[src/rtl/cap_vramwr_pkg.sv]
`default_nettype none
// ============================================================================
// cap_vramwr_pkg : shared states, frame-size table and helpers for the
//                  capture-path VRAM write master.
// Revision: 1.0
// ============================================================================
package cap_vramwr_pkg;

    localparam logic [2:0] ST_IDLE      = 3'd0;
    localparam logic [2:0] ST_WAIT_VS   = 3'd1;
    localparam logic [2:0] ST_WAIT_FIFO = 3'd2;
    localparam logic [2:0] ST_ADDR      = 3'd3;
    localparam logic [2:0] ST_DATA      = 3'd4;
    localparam logic [2:0] ST_RESP      = 3'd5;

    localparam int BIDX_W = 20;
    localparam int PPF_W  = 21;

    function automatic logic [PPF_W-1:0] pix_per_frame(input logic [1:0] resol);
        case (resol)
            2'd0:    return 21'd307200;
            2'd1:    return 21'd480000;
            2'd2:    return 21'd786432;
            default: return 21'd1310720;
        endcase
    endfunction

    function automatic int clog2(input int value);
        int r;
        r = 0;
        for (int i = 0; i < 31; i++) begin
            if ((1 << i) < value) r = i + 1;
        end
        return r;
    endfunction

endpackage
`default_nettype wire

[src/rtl/cap_vsync_edge.sv]
`default_nettype none
// ============================================================================
// cap_vsync_edge : two-flop synchroniser for the async VSYNC input followed
//                  by a rising-edge detector on the synchronised value.
// Revision: 1.0
// ============================================================================
module cap_vsync_edge
    import cap_vramwr_pkg::*;
(
    input  logic clk_i,
    input  logic rst_i,
    input  logic async_i,
    output logic edge_o
);

    logic [2:0] sync_q;

    always_ff @(posedge clk_i or posedge rst_i) begin
        if (rst_i) begin
            sync_q <= 3'b000;
        end else begin
            sync_q <= {sync_q[1:0], async_i};
        end
    end

    assign edge_o = sync_q[1] & ~sync_q[2];

endmodule
`default_nettype wire

[src/rtl/cap_vramwr_mc.sv]
`default_nettype none
// ============================================================================
// cap_vramwr_mc : AXI4 write master draining the capture FIFO into VRAM in
//                 fixed INCR bursts, rotating over NBUF frame buffers.
// Revision: 1.0
// ============================================================================
module cap_vramwr_mc
    import cap_vramwr_pkg::*;
#(
    parameter int          DATA_W      = 64,
    parameter int          ADDR_W      = 32,
    parameter int          BURST_LEN   = 16,
    parameter int          CNT_W       = 11,
    parameter int          NBUF        = 2,
    parameter logic [31:0] BUF_STRIDE  = 32'h0080_0000,
    // Divides the pixel count by 2**FRAME_SHIFT; 0 gives real video frames.
    parameter int          FRAME_SHIFT = 0
) (
    input  logic                       ACLK,
    input  logic                       ARST,
    input  logic [1:0]                 RESOL,
    input  logic                       CAPON,
    input  logic [ADDR_W-1:0]          CAPADDR,
    input  logic                       VSYNC,
    output logic [ADDR_W-1:0]          AWADDR,
    output logic [7:0]                 AWLEN,
    output logic                       AWVALID,
    input  logic                       AWREADY,
    output logic [DATA_W-1:0]          WDATA,
    output logic [DATA_W/8-1:0]        WSTRB,
    output logic                       WVALID,
    input  logic                       WREADY,
    output logic                       WLAST,
    input  logic [1:0]                 BRESP,
    input  logic                       BVALID,
    output logic                       BREADY,
    input  logic [24*(DATA_W/32)-1:0]  FIFO_DOUT,
    input  logic [CNT_W-1:0]           FIFO_DATA_CNT,
    output logic                       FIFO_RD,
    input  logic                       CLR_ERR,
    output logic                       FRAME_DONE,
    output logic [1:0]                 CUR_BUF,
    output logic [1:0]                 LAST_BUF,
    output logic                       BUSY,
    output logic                       OVERRUN,
    output logic                       BRESP_ERR
);

    localparam int                PPB          = DATA_W / 32;
    localparam int                BURST_BYTES  = BURST_LEN * DATA_W / 8;
    localparam int                LOG2_BB      = clog2(BURST_BYTES);
    localparam int                NB_SHIFT     = clog2(PPB) + clog2(BURST_LEN) + FRAME_SHIFT;
    localparam logic [7:0]        C_BEAT_LAST  = 8'(BURST_LEN - 1);
    localparam logic [CNT_W:0]    C_FIFO_NEED  = (CNT_W + 1)'(BURST_LEN);
    localparam logic [ADDR_W-1:0] C_ALIGN_MASK = ~ADDR_W'(BURST_BYTES - 1);
    localparam logic [1:0]        C_BUF_MAX    = 2'(NBUF - 1);

    logic [2:0]        state_q, state_d;
    logic [BIDX_W-1:0] bidx_q, bidx_d;
    logic [BIDX_W-1:0] nburst_q, nburst_d;
    logic [7:0]        beat_q, beat_d;
    logic [ADDR_W-1:0] awaddr_q, awaddr_d;
    logic [1:0]        cur_buf_q, cur_buf_d;
    logic [1:0]        last_buf_q, last_buf_d;
    logic              frame_done_q, frame_done_d;
    logic              restart_q, restart_d;
    logic              overrun_q, overrun_d;
    logic              bresp_err_q, bresp_err_d;

    logic              w_edge;
    logic [PPF_W-1:0]  w_ppf;
    logic [BIDX_W-1:0] w_nburst;
    logic [ADDR_W-1:0] w_base;
    logic [ADDR_W-1:0] w_burst_addr;
    logic [1:0]        w_next_buf;
    logic              w_last_burst;
    logic              w_in_frame;
    logic              w_final_accept;
    logic              w_overrun_evt;
    logic              w_bresp_evt;
    logic              w_wvalid;
    logic [DATA_W-1:0] w_wdata_packed;

    cap_vsync_edge u_vsync_edge (
        .clk_i   (ACLK),
        .rst_i   (ARST),
        .async_i (VSYNC),
        .edge_o  (w_edge)
    );

    assign w_ppf        = pix_per_frame(RESOL);
    assign w_nburst     = BIDX_W'(w_ppf >> NB_SHIFT);
    assign w_base       = (CAPADDR & C_ALIGN_MASK) + ADDR_W'(cur_buf_q) * ADDR_W'(BUF_STRIDE);
    assign w_burst_addr = w_base + (ADDR_W'(bidx_q) << LOG2_BB);
    assign w_next_buf   = (cur_buf_q == C_BUF_MAX) ? 2'd0 : cur_buf_q + 2'd1;
    assign w_last_burst = (bidx_q == nburst_q - BIDX_W'(1));

    assign w_in_frame     = (state_q == ST_WAIT_FIFO) || (state_q == ST_ADDR) ||
                            (state_q == ST_DATA)      || (state_q == ST_RESP);
    // A sync edge coinciding with the final response starts the next frame.
    assign w_final_accept = (state_q == ST_RESP) & BVALID & w_last_burst;
    assign w_overrun_evt  = w_edge & w_in_frame & ~w_final_accept;
    assign w_bresp_evt    = (state_q == ST_RESP) & BVALID & (BRESP != 2'b00);

    for (genvar gi = 0; gi < PPB; gi++) begin : g_pix
        assign w_wdata_packed[gi*32 +: 32] = {8'd0, FIFO_DOUT[gi*24 +: 24]};
    end

    always_comb begin
        state_d      = state_q;
        bidx_d       = bidx_q;
        nburst_d     = nburst_q;
        beat_d       = beat_q;
        awaddr_d     = awaddr_q;
        cur_buf_d    = cur_buf_q;
        last_buf_d   = last_buf_q;
        frame_done_d = 1'b0;
        restart_d    = restart_q | w_overrun_evt;

        case (state_q)
            ST_IDLE: begin
                if (CAPON) state_d = ST_WAIT_VS;
            end
            ST_WAIT_VS: begin
                if (!CAPON) begin
                    state_d = ST_IDLE;
                end else if (w_edge) begin
                    nburst_d = w_nburst;
                    bidx_d   = '0;
                    state_d  = ST_WAIT_FIFO;
                end
            end
            ST_WAIT_FIFO: begin
                if ({1'b0, FIFO_DATA_CNT} >= C_FIFO_NEED) begin
                    awaddr_d = w_burst_addr;
                    beat_d   = 8'd0;
                    state_d  = ST_ADDR;
                end
            end
            ST_ADDR: begin
                if (AWREADY) state_d = ST_DATA;
            end
            ST_DATA: begin
                if (WREADY) begin
                    beat_d = beat_q + 8'd1;
                    if (beat_q == C_BEAT_LAST) state_d = ST_RESP;
                end
            end
            ST_RESP: begin
                if (BVALID) begin
                    if (restart_q || w_overrun_evt) begin
                        // Overrun: abandon this frame and refill the same buffer.
                        restart_d = 1'b0;
                        bidx_d    = '0;
                        nburst_d  = w_nburst;
                        state_d   = CAPON ? ST_WAIT_FIFO : ST_IDLE;
                    end else if (!w_last_burst) begin
                        bidx_d  = bidx_q + BIDX_W'(1);
                        state_d = ST_WAIT_FIFO;
                    end else begin
                        frame_done_d = 1'b1;
                        last_buf_d   = cur_buf_q;
                        cur_buf_d    = w_next_buf;
                        bidx_d       = '0;
                        if (!CAPON) begin
                            state_d = ST_IDLE;
                        end else if (w_edge) begin
                            nburst_d = w_nburst;
                            state_d  = ST_WAIT_FIFO;
                        end else begin
                            state_d = ST_WAIT_VS;
                        end
                    end
                end
            end
            default: state_d = ST_IDLE;
        endcase
    end

    assign overrun_d   = w_overrun_evt | (overrun_q & ~CLR_ERR);
    assign bresp_err_d = w_bresp_evt   | (bresp_err_q & ~CLR_ERR);

    always_ff @(posedge ACLK or posedge ARST) begin
        if (ARST) begin
            state_q      <= ST_IDLE;
            bidx_q       <= '0;
            nburst_q     <= '0;
            beat_q       <= 8'd0;
            awaddr_q     <= '0;
            cur_buf_q    <= 2'd0;
            last_buf_q   <= 2'd0;
            frame_done_q <= 1'b0;
            restart_q    <= 1'b0;
            overrun_q    <= 1'b0;
            bresp_err_q  <= 1'b0;
        end else begin
            state_q      <= state_d;
            bidx_q       <= bidx_d;
            nburst_q     <= nburst_d;
            beat_q       <= beat_d;
            awaddr_q     <= awaddr_d;
            cur_buf_q    <= cur_buf_d;
            last_buf_q   <= last_buf_d;
            frame_done_q <= frame_done_d;
            restart_q    <= restart_d;
            overrun_q    <= overrun_d;
            bresp_err_q  <= bresp_err_d;
        end
    end

    assign w_wvalid   = (state_q == ST_DATA);
    assign AWADDR     = awaddr_q;
    assign AWLEN      = C_BEAT_LAST;
    assign AWVALID    = (state_q == ST_ADDR);
    assign WDATA      = w_wvalid ? w_wdata_packed : '0;
    assign WSTRB      = '1;
    assign WVALID     = w_wvalid;
    assign WLAST      = w_wvalid & (beat_q == C_BEAT_LAST);
    assign BREADY     = (state_q == ST_RESP);
    assign FIFO_RD    = w_wvalid & WREADY;
    assign FRAME_DONE = frame_done_q;
    assign CUR_BUF    = cur_buf_q;
    assign LAST_BUF   = last_buf_q;
    assign BUSY       = (state_q != ST_IDLE);
    assign OVERRUN    = overrun_q;
    assign BRESP_ERR  = bresp_err_q;

endmodule
`default_nettype wire
[config.mk]
export PLATFORM = sky130hd
export DESIGN_NAME = cap_vramwr_mc
export DESIGN_NICKNAME = d
export VERILOG_FILES = /design/src/rtl/cap_vramwr_pkg.sv /design/src/rtl/cap_vsync_edge.sv /design/src/rtl/cap_vramwr_mc.sv
export SDC_FILE = /design/constraint.sdc
export NUM_CORES = 1
export LEC_CHECK = 0
export ABC_AREA = 1
export BUFFER_PORTS_ARGS = -buffer_cell sky130_fd_sc_hd__buf_4
export CORE_ASPECT_RATIO = 1.5
export CORE_MARGIN = 2
export CORE_UTILIZATION = 47
export CTS_BUF_LIST = sky130_fd_sc_hd__clkbuf_8 sky130_fd_sc_hd__clkbuf_16
export CTS_CLUSTER_DIAMETER = 50
export DETAILED_ROUTE_END_ITERATION = 16
export PLACE_DENSITY = 0.85
export SYNTH_ARGS = -nofsm -noshare
export SYNTH_HDL_FRONTEND = slang
export SYNTH_HIERARCHICAL = 1
export SYNTH_SLANG_ARGS = --single-unit
[constraint.sdc]
create_clock -name ACLK -period 2.84 [get_ports ACLK]
set_input_delay 0.71 -clock ACLK [delete_from_list [all_inputs] [get_ports ACLK]]
set_output_delay 0.71 -clock ACLK [all_outputs]
set_load 0.1 [all_outputs]
* Word level (Yosys, flattened, before mapping)
Cells that the tools add are included.
** Word-level totals
- Register bits :: 94
- Bits of input ports :: 103
- Output and inout bits :: 125
- Word-level logic and storage cells :: 111
** Operators by class
- Add/subtract/negate cells :: 6
- Order comparisons :: 1
- Equal/unequal tests :: 20
- Mux-type cells :: 39
- Bitwise logic cells :: 17
- Reduce and logical (&&, ||, !) cells :: 16
** Operators with widths (count)
- $mux W20 :: 10
- $pmux W20 S2 :: 2
- $pmux W21 S3 :: 1
- $mux W56 :: 1
- $add A32 B25 Y32 :: 1
- $add A32 B27 Y32 :: 1
- $mux W3 :: 8
- $add A20 B1 Y20 const B :: 1
- $eq A20 B20 Y1 :: 1
- $sub A20 B1 Y20 const B :: 1
- $pmux W3 S6 :: 1
- $mux W8 :: 2
- $pmux W8 S2 :: 1
- $mux W2 :: 6
- $ge A11 B5 Y1 const B :: 1
- $and A1 B1 Y1 :: 10
- $ne A2 B2 Y1 const B :: 5
- $add A8 B1 Y8 const B :: 1
- $eq A8 B4 Y1 const B :: 1
- $reduce_and A4 Y1 :: 2
- $mux W1 :: 7
- $reduce_and A7 Y1 :: 1
- $eq A3 B2 Y1 const B :: 2
- $eq A3 B3 Y1 const B :: 2
- 16 further kinds :: 30

* Logic depth before layout (Yosys ltp)
- Depth after elaboration :: 10
- Depth in mapped cells :: 21

* Hierarchy
Netlist, hierarchy kept.
** By module, submodules not included
- cap_vramwr_mc :: times used 1, cells each 1019, area an instance 6934.2 µm², seq. area each 2102.0 µm²
- cap_vsync_edge :: times used 1, cells each 6, area an instance 88.8 µm², seq. area each 75.1 µm²

* Least setup slack after synthesis
OpenSTA, ideal clock, no wires.
- Path type :: register -> output
- From :: reg state_q[2]
- To :: out WDATA[45]
- Arrival time :: 3.980 ns
- Required time :: 2.130 ns
- Setup slack :: -1.850 ns
- Cell stages (with the launch flop) :: 8
- Buffers on the path :: 3
- Cells stage by stage :: dfrtp_1 > buf_2 > nand2_1 > nor2_1 > inv_1 > clkbuf_1 > clkbuf_1 > nor2_1
** On the way
- Cells in the longest elaborated chain, start to end :: 2
** Ends and longest elaborated chain
- from (decl) :: RTL line cap_vramwr_mc.sv:58 : logic [2:0] state_q, state_d;
- from (signal assigned) :: RTL line cap_vramwr_mc.sv:197 : state_q <= state_d;
- $eq A3 B3 Y1 :: RTL line cap_vramwr_mc.sv:211 : assign w_wvalid = (state_q == ST_DATA);
- via WVALID :: RTL line cap_vramwr_mc.sv:31 : output logic WVALID,
- $mux W56 :: RTL line cap_vramwr_mc.sv:215 : assign WDATA = w_wvalid ? w_wdata_packed : '0;
- to (decl) :: RTL line cap_vramwr_mc.sv:29 : output logic [DATA_W-1:0] WDATA,
The timed path passes the listed nets, and every way through them passes these cells.

* Worst setup path after layout
- From :: reg state_q[2]
- To :: out WDATA[46]
** On the way
- Cells in the longest elaborated chain, start to end :: 2
** Ends and longest elaborated chain (RTL line)
- $eq A3 B3 Y1 :: cap_vramwr_mc.sv:211
- $mux W56 :: cap_vramwr_mc.sv:215
No other way between the ends.

==> impl_metrics.ini <==
[global_routing]
grt_pass1_vias = 7145
antenna_found_initial = 0
track_usage_pct = 24.9
overflow = 0
grt_max_degree = 49
grt_pass1_wl_um = 32700

[detailed_routing]
drt_iter0_drc = 283
totalWireLength_um = 20100
vias = 7245
dr.pass1.iters = 6
vias_per_cell = 4.95
drcViolationCount = 0
drtAntennaViolNets = 0
wl_per_cell_um = 13.7

[sta]
setup_viol = 0
clock.fmax_ghz = 0.363
worst_slack_ps = 81.5
fin_tns_setup_ps = 0
finalHoldViolCount = 0
finClkSkew_ps = 9.86
fin_crit_sh_pct = 97.1
timing.final.crit_period_ps = 2760
slew_violations = 0
relSlewSlack_pct = 57.2
tightest_slew_ps = 640

[synth]
synth_compound_area_share_pct = 8.55
synthMuxAreaShare_pct = 0
yosys_warnings = 6
synth_flop_cell = dfrtp_1
netlist_area_um2 = 7020
synth_area_per_cell_um2 = 6.85
synthXorXnorAreaFrac_pct = 5.61
synth-edff-count = 0
postSynthCellCount = 1025
synth_seq_area_share_pct = 31.0
synth_top_family_by_area = simple AND/OR/NAND/NOR gates
async_reset_ff_share_pct = 100
synth_fa_ha_area_share_pct = 8.16
synth_simple_gate_area_share_pct = 32.7
synthDistinctLibCells = 46
synth_seq_cells = 87

[power]
p_leak_uw = 0.00524
irDropWorstVdd_mv = 0.669
cellPowerDensity_nw_per_um2 = 940
finalPower_uw = 9100

[cells_and_area]
drive_gt1_share_pct = 29.2
fin_area_um2 = 9680
final_nets = 1409
area_delta_synth_final_pct = 37.8
n_antenna_cell = 0
final_cells = 1463

[worst_setup_path]
worst_setup_path_start_kind = register
cp.arrival_ps = 2050
path_cells = nand2_2 -> nor2_4 -> inv_4 -> buf_12 -> nor2_4 -> buf_4
crit_family = buffers and inverters
worstPathRequired_ps = 2130
critPathCaptureType = output pin
critPathKind = register to output pin
cpPeakStageDelay_ps = 510
crit_top_cell = nor2_4
crit_slowest_cell = dfrtp_1
ff2ff_setup_slack_ps = 170
critical_path_buf_inv_count = 3
crit_fanout = 48

[clock_network]
clock_latency_ps = 350
cts.sinks = 87
cts_max_level = 3
cts_buffers = 9
clkTransAtPathRegs_ps = 70
cts_tree = yes
cts_root_buffer = clkbuf_16
ctsLongestPathBuffers = 2

[floorplan]
initial_core_util_pct = 48.1
io_pins = 228
die_area_um2 = 16000
rows = 54
core_um2 = 14600
die_h_um = 154
die_w_um = 104

[placement]
pre_cts_ws_ps = -299
place.port_buffers = 177
placed_cells = 1446
gp_routability_congestion = 0.951
dpl.hpwl_um = 16400
postPlaceCellArea_um2 = 9320

[hold_path]
hp-class = input port to async pin

[status]
outcome = finished clean

[run]
drv_cap = 0
[cell families (layout without fill, tap and decap cells)]
group,after synthesis,count (layout)
AND/OR/NAND/NOR,526,526
flip-flops,87,87
XOR/XNOR,45,45
adder cells (fa/ha/maj),44,44
other,2,39
AO/OA/AOI/OAI,108,108
buffers and inverters,213,418
[area by class of cell]
type	count	area (µm²)
Timing Repair Buffer	249	1920
Clock buffer	10	239
Clock inverter	6	72.6
Tap cell	196	245
Sequential cell	87	2180
Inverter	153	582
Multi-Input combinational cell	762	4440
Fill cell	1242	4920
[per-layer routing]
metal | global-route usage [%] | wire, µm | vias to the layer above | share of wire [%]
met4 | 9.33 | 550 | 0 | 2.7
met2 | 47.6 | 11000 | 186 | 55
met3 | 2.92 | 645 | 43 | 3.2
met5 | 0 | 0 | - | 0
li1 | - | - | 3621 | -
met1 | 27.9 | 7910 | 3395 | 39
[registers in the layout, indices dropped and copies added (netlist names), 2 cells and up]
name and count:
LAST_BUF 2, state_q 3, AWADDR 25, beat_q 8, u_vsync_edge/sync_q 3, bidx_q 20
nburst_q 20, CUR_BUF 2
[per-stage QoR]
| stage | utilization [%] | hold WS, ps |
|---|---|---|
| after floorplan | - | 331 |
| after global placement | 63.8 | 334 |
| after detailed placement | 63.8 | 343 |
| after CTS | 66.0 | 245 |
| after global routing | 66.3 | 246 |
| final | 66.3 | 246 |
[placed cells by master, fill, tap and decap left out, types with 35 or more instances in the layout]
cell / instances
buf_4: 245
nor2_1: 92
dfrtp_1: 85
nor2_4: 56
o21ai_0: 39
a21oi_1: 35
nand3_1: 57
nand2_1: 248
conb_1: 39
ha_1: 41
inv_1: 147
[what timing repair did]
action,CTS,global route
setup buffers,0,1
setup endpoints to repair,0,13
gates resized for setup,0,14
hold buffers,0,0
[where the power goes]
| group | total [µW] | internal (µW) | switching, µW |
|---|---|---|---|
| registers | 1920 | 1590 | 328 |
| logic | 5920 | 1570 | 4360 |
| clock network | 1260 | 719 | 538 |
[synthesized netlist by cell type, types with 3 or more instances]
cell      number  area share [%]
a21o_1         3            0.32
nand2_2        6            0.53
or2_2          7            0.62
nor3_1        12            0.86
inv_2          4            0.21
nor2_1       143             7.6
buf_4         41             4.4
fa_1           3            0.86
xnor2_1       15             1.9
nand4_1       14             1.2
nand3_1       57             4.1
inv_1        149             8.0
o21bai_1       3            0.32
nand3_2        3            0.43
nor2_2         6            0.53
a21oi_1       37             2.6
ha_1          41             7.3
o21ai_0       44             3.1
nand2_1      252              13
xor2_1        30             3.7
nor2_4         5            0.80
clkbuf_1      13            0.69
nand3b_1       4            0.43
a31oi_1        5            0.45
buf_2          4            0.29
nor4_1         6            0.53
a21boi_0       3            0.32
dfrtp_1       87              31
[final timing paths]
kind	from	to	cells past startpoint
min in group ACLK	u_vsync_edge/sync_q[0]	u_vsync_edge/sync_q[1]	0
max reg2reg	CUR_BUF[0]	AWADDR[30]	10
min reg2reg	u_vsync_edge/sync_q[0]	u_vsync_edge/sync_q[1]	0
max	state_q[2]	WDATA[46]	6
min	ARST	u_vsync_edge/sync_q[0]	2
max in group asynchronous	ARST	CUR_BUF[0]	3
[worst register-to-register path: cells and delay by family, from the launching register on]
| family | cells | cell delay, ps |
|---|---|---|
| adder cells (fa/ha/maj) | 2 | 830 |
| AO/OA/AOI/OAI | 3 | 550 |
| AND/OR/NAND/NOR | 5 | 760 |
| flip-flops | 1 | 430 |
Power figures use the tool's default switching activity.
